==> config.mk <==
export PLATFORM = sky130hd
export DESIGN_NAME = if_id_buffer
export DESIGN_NICKNAME = d
export VERILOG_FILES = /design/src/rtl/if_id_buffer_pkg.sv /design/src/rtl/if_id_buffer_fifo2.sv /design/src/rtl/if_id_buffer.sv
export SDC_FILE = /design/constraint.sdc
export NUM_CORES = 1
export LEC_CHECK = 0
export ABC_AREA = 1
export CORE_MARGIN = 1
export CORE_UTILIZATION = 55
export DETAILED_ROUTE_END_ITERATION = 8
export GPL_TIMING_DRIVEN = 0
export PLACE_DENSITY_LB_ADDON = 0.2
export SYNTH_ARGS = -nofsm -noshare
export SYNTH_HDL_FRONTEND = slang
export SYNTH_SLANG_ARGS = --single-unit
export TNS_END_PERCENT = 100
==> constraint.sdc <==
create_clock -name clk -period 13.5 [get_ports clk]
set_clock_uncertainty 0.1 [all_clocks]
set_input_delay 3.375 -clock clk [delete_from_list [all_inputs] [get_ports clk]]
set_output_delay 3.375 -clock clk [all_outputs]
set_load 0.005 [all_outputs]
==> src/rtl/if_id_buffer_pkg.sv <==
// Shared defines for the fetch/decode boundary: NOP encoding,
// opcode field bounds and the SYSTEM opcode value.
package if_id_buffer_pkg;

  localparam logic [31:0] NOP_INST_DEF = 32'h0000_0013;
  localparam int          OPC_HI       = 6;
  localparam int          OPC_LO       = 2;
  localparam logic [4:0]  OPCODE_SYSTEM = 5'b11100;

endpackage

==> src/rtl/if_id_buffer_fifo2.sv <==
// fifo2: two-entry FIFO with 1-bit pointers and a 0..2 count.
// Flush empties it without touching the stored words.
module fifo2 #(
  parameter int W = 64
) (
  input  logic         clk,
  input  logic         rst,
  input  logic         flush,
  input  logic         push,
  input  logic         pop,
  input  logic [W-1:0] wdata,
  output logic [W-1:0] rdata,
  output logic [1:0]   count
);

  logic [W-1:0] mem [2];
  logic         wp;
  logic         rp;

  always_ff @(posedge clk or posedge rst) begin
    if (rst) begin
      mem[0] <= '0;
      mem[1] <= '0;
      wp     <= 1'b0;
      rp     <= 1'b0;
      count  <= 2'd0;
    end else if (flush) begin
      wp    <= 1'b0;
      rp    <= 1'b0;
      count <= 2'd0;
    end else begin
      if (push) begin
        mem[wp] <= wdata;
        wp      <= ~wp;
      end
      if (pop) rp <= ~rp;
      unique case ({push, pop})
        2'b10:   count <= count + 2'd1;
        2'b01:   count <= count - 2'd1;
        default: count <= count;
      endcase
    end
  end

  assign rdata = mem[rp];

endmodule

==> src/rtl/if_id_buffer.sv <==
// IF/ID skid buffer with sticky halt; optional illegal-length
// flag enabled by IF_ID_ILLEGAL_CHECK_EN.
module if_id_buffer
  import if_id_buffer_pkg::*;
#(
  parameter int              XLEN     = 32,
  parameter logic [XLEN-1:0] NOP_INST = XLEN'(NOP_INST_DEF)
) (
  input  logic            clk,
  input  logic            rst,
  input  logic            in_valid,
  output logic            in_ready,
  input  logic [XLEN-1:0] in_pc,
  input  logic [XLEN-1:0] in_inst,
  output logic            out_valid,
  input  logic            out_ready,
  output logic [XLEN-1:0] out_pc,
  output logic [XLEN-1:0] out_inst,
  output logic [4:0]      out_opcode,
  input  logic            flush,
  input  logic            halt,
  output logic            halted,
  output logic            out_illegal
);

  logic [1:0]        count;
  logic [2*XLEN-1:0] head;
  logic              push;
  logic              pop;

  assign in_ready  = (count != 2'd2) && !halted;
  assign out_valid = (count != 2'd0) && !halted;
  assign push      = in_valid && in_ready && !flush;
  assign pop       = out_valid && out_ready && !flush;

  fifo2 #(.W(2*XLEN)) u_fifo (
    .clk   (clk),
    .rst   (rst),
    .flush (flush),
    .push  (push),
    .pop   (pop),
    .wdata ({in_pc, in_inst}),
    .rdata (head),
    .count (count)
  );

  // halted survives flush; only reset clears it
  always_ff @(posedge clk or posedge rst) begin
    if (rst) halted <= 1'b0;
    else if (halt && out_valid && out_ready) halted <= 1'b1;
  end

  assign out_pc     = out_valid ? head[2*XLEN-1:XLEN] : '0;
  assign out_inst   = out_valid ? head[XLEN-1:0] : NOP_INST;
  assign out_opcode = out_inst[OPC_HI:OPC_LO];

`ifdef IF_ID_ILLEGAL_CHECK_EN
  assign out_illegal = out_valid && (out_inst[1:0] != 2'b11);
`else
  assign out_illegal = 1'b0;
`endif

endmodule

Yosys cells after proc, flatten, opt, wreduce, memory -nomap -nowiden
Cells that the tools add are included.
{ "word_totals": {"latchBits": 0, "romBits": 0, "output_inout_bits": 73, "ff_bits": 133, "mem_bits_rw": 0, "wordCells": 49, "memories": 0} }
{ "classes": {"eq_ne": 3, "magnitude_cmp": 3, "n_reduce_logical": 16, "shifts": 0, "n_bitwise": 5, "div": 0, "mul": 0, "mux": 14, "add_sub_neg": 2} }
{ "ops": {"columns": ["op", "count"], "rows": [
  ["64-bit two-way mux", 4],
  ["128-bit bitwise mux", 1],
  ["64-bit demux with 1-bit select", 1],
  ["32-bit two-way mux", 2],
  ["1-bit logical AND", 9],
  ["2-bit nonzero test", 3],
  ["2-bit greater-or-equal comparator (second input constant)", 2],
  ["1-bit two-way mux", 4],
  ["1-bit inverter with 2-bit output", 2],
  ["2-bit case mux with 2 select lines", 1],
  ["1-bit inverter", 3],
  ["3-bit nonzero test", 1],
  ["2-bit by 1-bit adder with 2-bit output (second input constant)", 1],
  ["2-bit by 1-bit == test with 1-bit output (second input constant)", 1],
  ["2-bit == test (second input constant)", 1],
  ["1-bit logical NOT", 2],
  ["2-bit by 1-bit < comparator with 1-bit output (second input constant)", 1],
  ["2-bit two-way mux", 1],
  ["2-bit inequality test (second input constant)", 1],
  ["2-bit AND reduction", 1],
  ["2-bit by 1-bit subtractor with 2-bit output (second input constant)", 1]
]} }

Logic depth before layout (Yosys ltp)
Gate-level depths: netlist of the first run.
{ "depth": {"word_depth": 7, "ltp_mapped": 9, "ltp_nobuf": 8} }

Hierarchy
A second synthesis of the first run with hierarchy kept.
{ "hier_totals": {"cells_unflattened": 735, "area_unflattened_um2": 6952.9} }
{ "by_module_without_submodules": {"columns": ["mod", "cells_per_inst", "n_inst", "area_per_inst_um2"], "rows": [
  ["fifo2", 580, 1, 5939.4],
  ["if_id_buffer", 155, 1, 1013.5]
]} }

Worst setup path before layout of the first run
No wires, ideal clock.
{ "synth_timing": {"kind": "register -> output", "startpoint": "reg u_fifo.count[1]", "endpoint": "out out_opcode[0]", "t_arrival_ps": 1224, "required_ps": 10025, "path_stages_with_launch": 10, "setup_slack_ps": 8801, "cell_sequence": "dfrtp_1 inv_1 nand2_1 nand2_1 inv_1 buf_2 buf_2 nand2_1 inv_1 buf_4"} }
{ "synth_via": {"elab_chain_cells": 3} }
{ "synth_lines": {"columns": ["item", "line", "source"], "rows": [
  ["start, declared", "if_id_buffer_fifo2.sv:13", "output logic [1:0] count"],
  ["start signal, assigned", "if_id_buffer_fifo2.sv:38", "2'b10: count <= count + 2'd1;"],
  ["start signal, assigned", "if_id_buffer_fifo2.sv:39", "2'b01: count <= count - 2'd1;"],
  ["start signal, assigned", "if_id_buffer_fifo2.sv:40", "default: count <= count;"],
  ["2-bit nonzero test", "if_id_buffer.sv:32", "assign out_valid = (count != 2'd0) && !halted;"],
  ["1-bit logical AND", "if_id_buffer.sv:32", null],
  ["32-bit two-way mux", "if_id_buffer.sv:54", "assign out_inst = out_valid ? head[XLEN-1:0] : NOP_INST;"],
  ["end, declared", "if_id_buffer.sv:19", "output logic [4:0] out_opcode,"]
]} }
Every way passes these cells.

Worst setup path in the final report of the first run
{ "layout_timing": {"startpoint": "reg u_fifo.count[1]", "endpoint": "out out_opcode[3]"} }
Same word-level chain as after synthesis.

==> impl_results.md, run 1 <==
- Status: completed
- Endpoints failing setup: 0
- Worst R2R End: u_fifo.mem[50]$_DFFE_PP0P_
- Synth warn: 0
- Post-CTS Setup Bufs: 0
- Unrepaired setup endpoints after global routing: no
- Kind of end point of the critical path: output pin
- Commonest register cell after synthesis: dfrtp_1
- Cts repair resizes: 0
- PD cells: 109 mW/mm2
- Floorplan Core Area: 0.0114 mm2
- Ys async rst share: 100%
- Tcrit/Tclk final: 44.2%
- Clock period minus worst slack: 5970 ps
- Combinational power share: 4.4%
- Tot Pwr: 0.000948 W
- Final hold vios: 0
- Antenna-violating nets left: 0
- Worst-path clk slew: 60 ps
- R2R cell count: 8
- Vias/cell: 5.06
- DRC violations left: 0
- Nets: 1,095
- Synthesized cell area: 0.00645 mm2
- CP bufs+invs: 7
- Starting density of the core: 56.5%
- CP required: 10,020 ps
- All-Layer GR Usage: 29.0%
- First-iteration detailed-routing DRC count: 416
- CP cell instances: inv_1 > nand2_1 > nand2_1 > inv_1 > buf_2 > buf_2 > nand2_1 > inv_1 > buf_4 > clkdlybuf4s50_1
- DRT Wirelength: 16,300 um
- Fraction of layout cells with a size suffix above 1: 7.90%
- Switch Pwr: 0.000195 W
- # rows: 39
- Count leader, synth: nand2_1
- Hold_sp: u_fifo.mem[77]$_DFFE_PP0P_
- Slowest-stage cell, CP: clkdlybuf4s50_1
- Wirelength per Cell: 13.8 um
- Flop pwr share: 42.3%
- Buffers on Ports: 141
- Maximum VDD drop: 82.3 uV
- Net Sw Frac: 20.6%
- Io pins: 143
- Post-Synthesis Net Count: 934
- CTS Buffer Depth: 2
- Fin util: 76.4%
- Grt total ovfl: 0
- Critical Path AT: 2490 ps
- Largest net degree at the start of global routing: 88
- Fillers: 869
- Worst slew pin tran: 573 ps
- Seq/Total Area, Yosys: 51.6%
- DR pass1 iterations: 5
- Leak: 4.78 nW
- Vias: 5,971
- Hold depth: 2
- Class of the tightest hold or removal check: flop to flop
- H-Tree Depth: 4
- Slowest stage delay, CP: 480 ps
- Vias in the first global route: 5,858
- Synth Instances: 864
- Area leader, netlist: dfrtp_1
- Slew HR: 61.8%
- Reg2reg start: halted$_DFFE_PP0P_
- R2R Setup Slk: 11,870 ps
- Hold slack: 384 ps
- FMAX: 168 MHz
- TNS Setup: 0 ps
- Worst-Skew Late Latency: 410 ps
- Hold worst-path end: u_fifo.mem[77]$_DFFE_PP0P_
- DP HPWL: 10,400 um
- CP delay by family, top: buffers and inverters
- First-pass GRT wire length: 26,800 um
- Top-area cell type share of the netlist area: 51.6%
- Chip Height: 110 um
- Post-synth EDFFs: 0
- Top cells by instance count after synthesis: 393 x nand2_1, 133 x dfrtp_1, 133 x inv_1
- Clock Sinks: 133
- Die width: 110 um
- Mean Syn Cell Area: 7.46 um2
- Critical path fanouts, max: 10
- Total CTS buffers: 17
- Antenna violations before repair: 0
- Number of antenna diodes: 0
- Fin. max-slew vios: 0
- Routability Congestion: 0.807
- Clock share of power: 53.3%
- Hold Buf Count CTS: 0
- Area Overhead vs Synth: 35.2%
- Yosys cell types: 22
- CTS tree: built
- Int Power: 0.000753 W
- Die area: 0.0122 mm2
- WS Path Type: flop to output pin
- Max Cap Viol: 0
- Largest cells by area after synthesis: dfrtp_1 52%, nand2_1 23%, o21ai_1 9.6%
- Root buf cell: clkbuf_16
- Flops & latches, synth: 133
- CP Launch Type: flop
## worst reg2reg max path: cells and delay by family, from the launching register on
kind / cells / cell delay (ps)
compound gates: 1 / 80
flops: 1 / 450
buf+inv: 3 / 490
simple gates: 4 / 390
## per-stage QoR
| stage | cell area [um2] | setup slack [ps] | instances |
|---|---|---|---|
| after detailed placement | 8070 | 8020 | 1149 |
| final | 8720 | 7530 | 1181 |
| after floorplan | 6450 | 6470 | 864 |
| after global placement | 8040 | 4750 | 1148 |
| after global routing | 8720 | 7390 | 1181 |
| after CTS | 8720 | 7560 | 1181 |
## state kept, by name, summed over array words and instances (netlist names)
signal	count
u_fifo.mem	128
u_fifo.count	2
halted	1
u_fifo.rp	1
u_fifo.wp	1
## per-layer routing
metal	share of wire, %	routed length [um]	vias to the layer above	track usage (%)
met3	7.2	1160	30	5.76
met2	48	7800	245	47.6
met1	43	7060	2787	38.0
met4	1.6	260	0	11.3
met5	0	0	-	0
li1	-	-	2909	-
## how the worst max path moves through the flow
stage / start / to / slack, ps / depth (start not counted)
after floorplan: rst / halted$_DFFE_PP0P_ / 6470 / 1
after global placement: rst / u_fifo.mem[86]$_DFFE_PP0P_ / 4750 / 2
after detailed placement: u_fifo.rp$_DFFE_PP0P_ / out_opcode[2] / 8020 / 7
after CTS: u_fifo.count[1]$_DFFE_PP0P_ / out_opcode[3] / 7560 / 10
after global routing: u_fifo.count[1]$_DFFE_PP0P_ / out_opcode[4] / 7390 / 10
final: u_fifo.count[1]$_DFFE_PP0P_ / out_opcode[3] / 7530 / 10
## cell usage in the layout, fill, tap and decap left out
cell             instances
inv_6                    1
clkdlybuf4s50_1        141
buf_2                   19
nor3_4                   1
buf_4                   12
clkbuf_16               17
nand2_1                393
a21oi_1                  2
xor2_1                   1
nand2_2                  1
nand3_4                  1
buf_1                   10
o21ai_0                  5
clkinv_4                 2
clkbuf_8                 1
nand4_1                  2
inv_2                    2
buf_16                   1
conb_1                   1
bufinv_16                5
dfrtp_1                133
nor2_1                   2
clkbuf_1                 4
buf_6                   11
nand2_4                  1
nand3_1                  6
o21ai_1                124
inv_1                  132
clkinvlp_4               3
nor2_4                   1
clkinv_2                 3
## cell type report
class	count	area, um2	share of cell area [%]
Buffer	55	358	4.10
Clock buffer	19	443	5.08
Clock inverter	13	205	2.35
Inverter	135	512	5.87
Multi-Input combinational cell	541	2260	25.9
Sequential cell	133	3330	38.2
Tap cell	143	179	2.05
Timing Repair Buffer	142	1440	16.5
## power by group through the flow
stage                     Clock [W]  Combinational [W]  Sequential (W)
final                      0.000505          0.0000420        0.000401
after global routing       0.000524          0.0000470        0.000400
after CTS                  0.000508          0.0000424        0.000401
after detailed placement          0          0.0000419        0.000408
after global placement            0          0.0000403        0.000408
after floorplan                   0          0.0000157        0.000408
## cells by family after synthesis
logic type                count (synthesis)  synth area share (%)
DFF                                     133                  51.6
other                                     1                0.0582
xor gates and xnor gates                  1                 0.136
and+or+nand+nor                         408                  24.6
buffers and inverters                   190                  13.4
AOI/OAI and AO/OA                       131                  10.2
Power figures use the tool's default switching activity.
==> run 2: changes to the inputs <==
--- a/config.mk
+++ b/config.mk
@@ -7,7 +7,7 @@
 export LEC_CHECK = 0
 export ABC_AREA = 1
 export CORE_MARGIN = 1
-export CORE_UTILIZATION = 55
+export CORE_UTILIZATION = 51
 export DETAILED_ROUTE_END_ITERATION = 8
 export GPL_TIMING_DRIVEN = 0
 export PLACE_DENSITY_LB_ADDON = 0.2
==> constraint.sdc (replaced) <==
create_clock -name clk -period 6.16 [get_ports clk]
set_clock_uncertainty 0.1 [all_clocks]
set_input_delay 1.54 -clock clk [delete_from_list [all_inputs] [get_ports clk]]
set_output_delay 1.54 -clock clk [all_outputs]
set_load 0.005 [all_outputs]
==> run 2 against run 1 <==
Register-to-register slack worse by 7300 ps. Global-route usage is 3.4 points lower. Flip-flop and latch count stayed put. Non-clock buffer count stayed put. Highest routed layer unchanged. Hold slack better by 1.7 ps. Setup slack worse by 5500 ps. Count of clock-buffer cells in the layout is 9 higher. Critical path depth stayed put. Combinational power is 120% higher.
==> impl_results.md, run 2 (same netlist as run 1, synthesis figures left out) <==
- Chip Height: 114 um (+3.8%)
- Fraction of layout cells with a size suffix above 1: 7.23% (-0.67 points)
- CP bufs+invs: 7 (unchanged)
- CP Launch Type: flop
- Vias: 5,788 (-3.1%)
- Nets: 1,095 (unchanged)
- # rows: 40 (+2.6%)
- Hold Buf Count CTS: 0 (unchanged)
- Post-route worst setup slack: 2070 ps (-5460 ps)
- Class of the tightest hold or removal check: flop to flop
- Tot Pwr: 0.00190 W (+100%)
- Largest registers: u_fifo.mem x128, u_fifo.count x2
- Routability Congestion: 0.816 (+1.1%)
- Reg2reg start: halted$_DFFE_PP0P_
- All-Layer GR Usage: 25.6% (-3.4 points)
- H-Tree Depth: 4 (unchanged)
- Switch Pwr: 0.000393 W (+100%)
- Number of antenna diodes: 0 (unchanged)
- Wirelength per Cell: 12.7 um (-7.8%)
- PD cells: 220 mW/mm2 (+100%)
- Vias in the first global route: 5,453 (-6.9%)
- Starting density of the core: 53.0% (-3.5 points)
- DP Worst Slack: 2520 ps (-5500 ps)
- WS Path Type: flop to output pin
- Antenna-violating nets left: 0 (unchanged)
- Final hold vios: 0 (unchanged)
- Grt total ovfl: 0 (unchanged)
- Total CTS buffers: 17 (unchanged)
- CP startpoint: u_fifo.count[1]$_DFFE_PP0P_
- Commonest cells after routing, fill and taps aside: 393 x nand2_1, 141 x clkdlybuf4s50_1, 133 x dfrtp_1
- DR pass1 iterations: 7 (+2)
- Int Power: 0.00151 W (+100%)
- Vias/cell: 4.80 (-5.1%)
- CTS Buffer Depth: 2 (unchanged)
- Area Overhead vs Synth: 34.1%
- Cts repair resizes: 0 (unchanged)
- Slowest-stage cell, CP: clkdlybuf4s50_1
- Status: completed
- Largest register FFs: 128 (unchanged)
- Flop pwr share: 46.2% (+3.9 points)
- Root buf cell: clkbuf_16
- Fin. max-slew vios: 0 (unchanged)
- Leak: 4.74 nW (-0.89%)
- Post-route cell area: 0.00864 mm2 (-0.86%)
- Unrepaired setup endpoints after global routing: no
- Net Sw Frac: 20.7% (+0.077 points)
- Io pins: 143 (unchanged)
- Critical Path AT: 2450 ps (-40 ps)
- TNS Setup: 0 ps (unchanged)
- CTS tree: built
- Largest net degree at the start of global routing: 76 (-14%)
- Clock share of power: 49.0% (-4.3 points)
- Worst-path clk slew: 50 ps (about the same)
- Critical path fanouts, max: 10 (unchanged)
- DRT Wirelength: 15,300 um (-5.8%)
- Die width: 114 um (+3.8%)
- CP cell instances: inv_1 > nand2_1 > nand2_1 > inv_1 > buf_2 > buf_2 > nand2_1 > inv_1 > buf_4 > clkdlybuf4s50_1
- CP delay by family, top: buffers and inverters
- DRC violations left: 0 (unchanged)
- Hold slack: 386 ps (+1.71 ps)
- FMAX: 245 MHz
- Most common cell after layout, fill and taps aside: nand2_1
- Max Cap Viol: 0 (unchanged)
- First-pass GRT wire length: 25,700 um (-4.1%)
- First-iteration detailed-routing DRC count: 379 (-8.9%)
- Endpoints failing setup: 0 (unchanged)
- Die area: 0.0131 mm2 (+7.7%)
- Tcrit/Tclk final: 66.4%
- CP required: 4520 ps (-5500 ps)
- DP HPWL: 10,600 um (+1.7%)
- Kind of end point of the critical path: output pin
- Fillers: 1,048 (+21%)
- Most flop-heavy register: u_fifo.mem
- Slew HR: 62.6% (+0.79 points)
- Slowest stage delay, CP: 480 ps (about the same)
- Post-DP Area: 0.00810 mm2 (+0.39%)
- Floorplan Core Area: 0.0122 mm2 (+6.5%)
- Maximum VDD drop: 173 uV (+110%)
- Antenna violations before repair: 0 (unchanged)
- Combinational power share: 4.8% (+0.4 points)
- Post-CTS Setup Bufs: 0 (unchanged)
- Hold_sp: u_fifo.mem[113]$_DFFE_PP0P_
- Clock period minus worst slack: 4090 ps
- Worst slew pin tran: 561 ps (-11.9 ps)
- Clock Sinks: 133 (unchanged)
- Buffers on Ports: 141 (unchanged)
- Worst-Skew Late Latency: 410 ps (about the same)
-- run 2: cell count changes in the layout (fill, tap and decap cells not counted), sizes merged --
cell,delta
clkbuf,+9
bufinv,-4
clkinvlp,-3
clkinv,-2
-- run 2: power groups by stage --
stage                     Sequential (W)  Clock (W)  Combinational [W]
after floorplan                 0.000893          0          0.0000345
after global placement          0.000894          0          0.0000883
after detailed placement        0.000894          0          0.0000922
after CTS                       0.000879   0.000939          0.0000929
after global routing            0.000878   0.000983           0.000102
final                           0.000879   0.000931          0.0000911
-- run 2: path summary, 6_finish.rpt --
check                                               to  slack (ps)  cells after the start
max in group asynchronous   u_fifo.mem[74]$_DFFE_PP0P_        3760                      3
min                        u_fifo.mem[113]$_DFFE_PP0P_         390                      2
max                                      out_opcode[4]        2070                     10
min reg2reg                u_fifo.mem[113]$_DFFE_PP0P_         390                      2
max reg2reg                 u_fifo.mem[46]$_DFFE_PP0P_        4560                      8
min in group asynchronous  u_fifo.mem[112]$_DFFE_PP0P_        1470                      2
-- run 2: layout make-up --
class / count / area (um2) / area share [%]
sequential: 133 / 3330 / 38.5
multi-input combinational: 541 / 2260 / 26.1
timing repair buffer: 142 / 1440 / 16.6
inverter: 135 / 512 / 5.92
clock buffer: 28 / 497 / 5.75
buffer: 55 / 358 / 4.14
tap: 168 / 210 / 2.43
clock inverter: 4 / 45.0 / 0.521
-- run 2: tightest hold or removal path, cell delays in order, from the launching register on --
cell and delay (ps):
dfrtp_1 340, nand2_1 50, o21ai_1 60
-- run 2: per-stage QoR --
step	util (%)	std cells
floorplan	-	864
global placement	66.4	1173
detailed placement	66.6	1174
CTS	71.1	1206
global route	71.1	1206
finish	71.1	1206
-- run 2: per-layer routing --
metal / track usage (%) / share of wire [%] / up-vias / wire length, um
li1: - / - / 2911 / -
met1: 34.5 / 46 / 2706 / 7020
met2: 41.3 / 48 / 153 / 7380
met3: 5.72 / 4.7 / 18 / 727
met4: 8.05 / 1.3 / 0 / 202
met5: 0 / 0 / - / 0
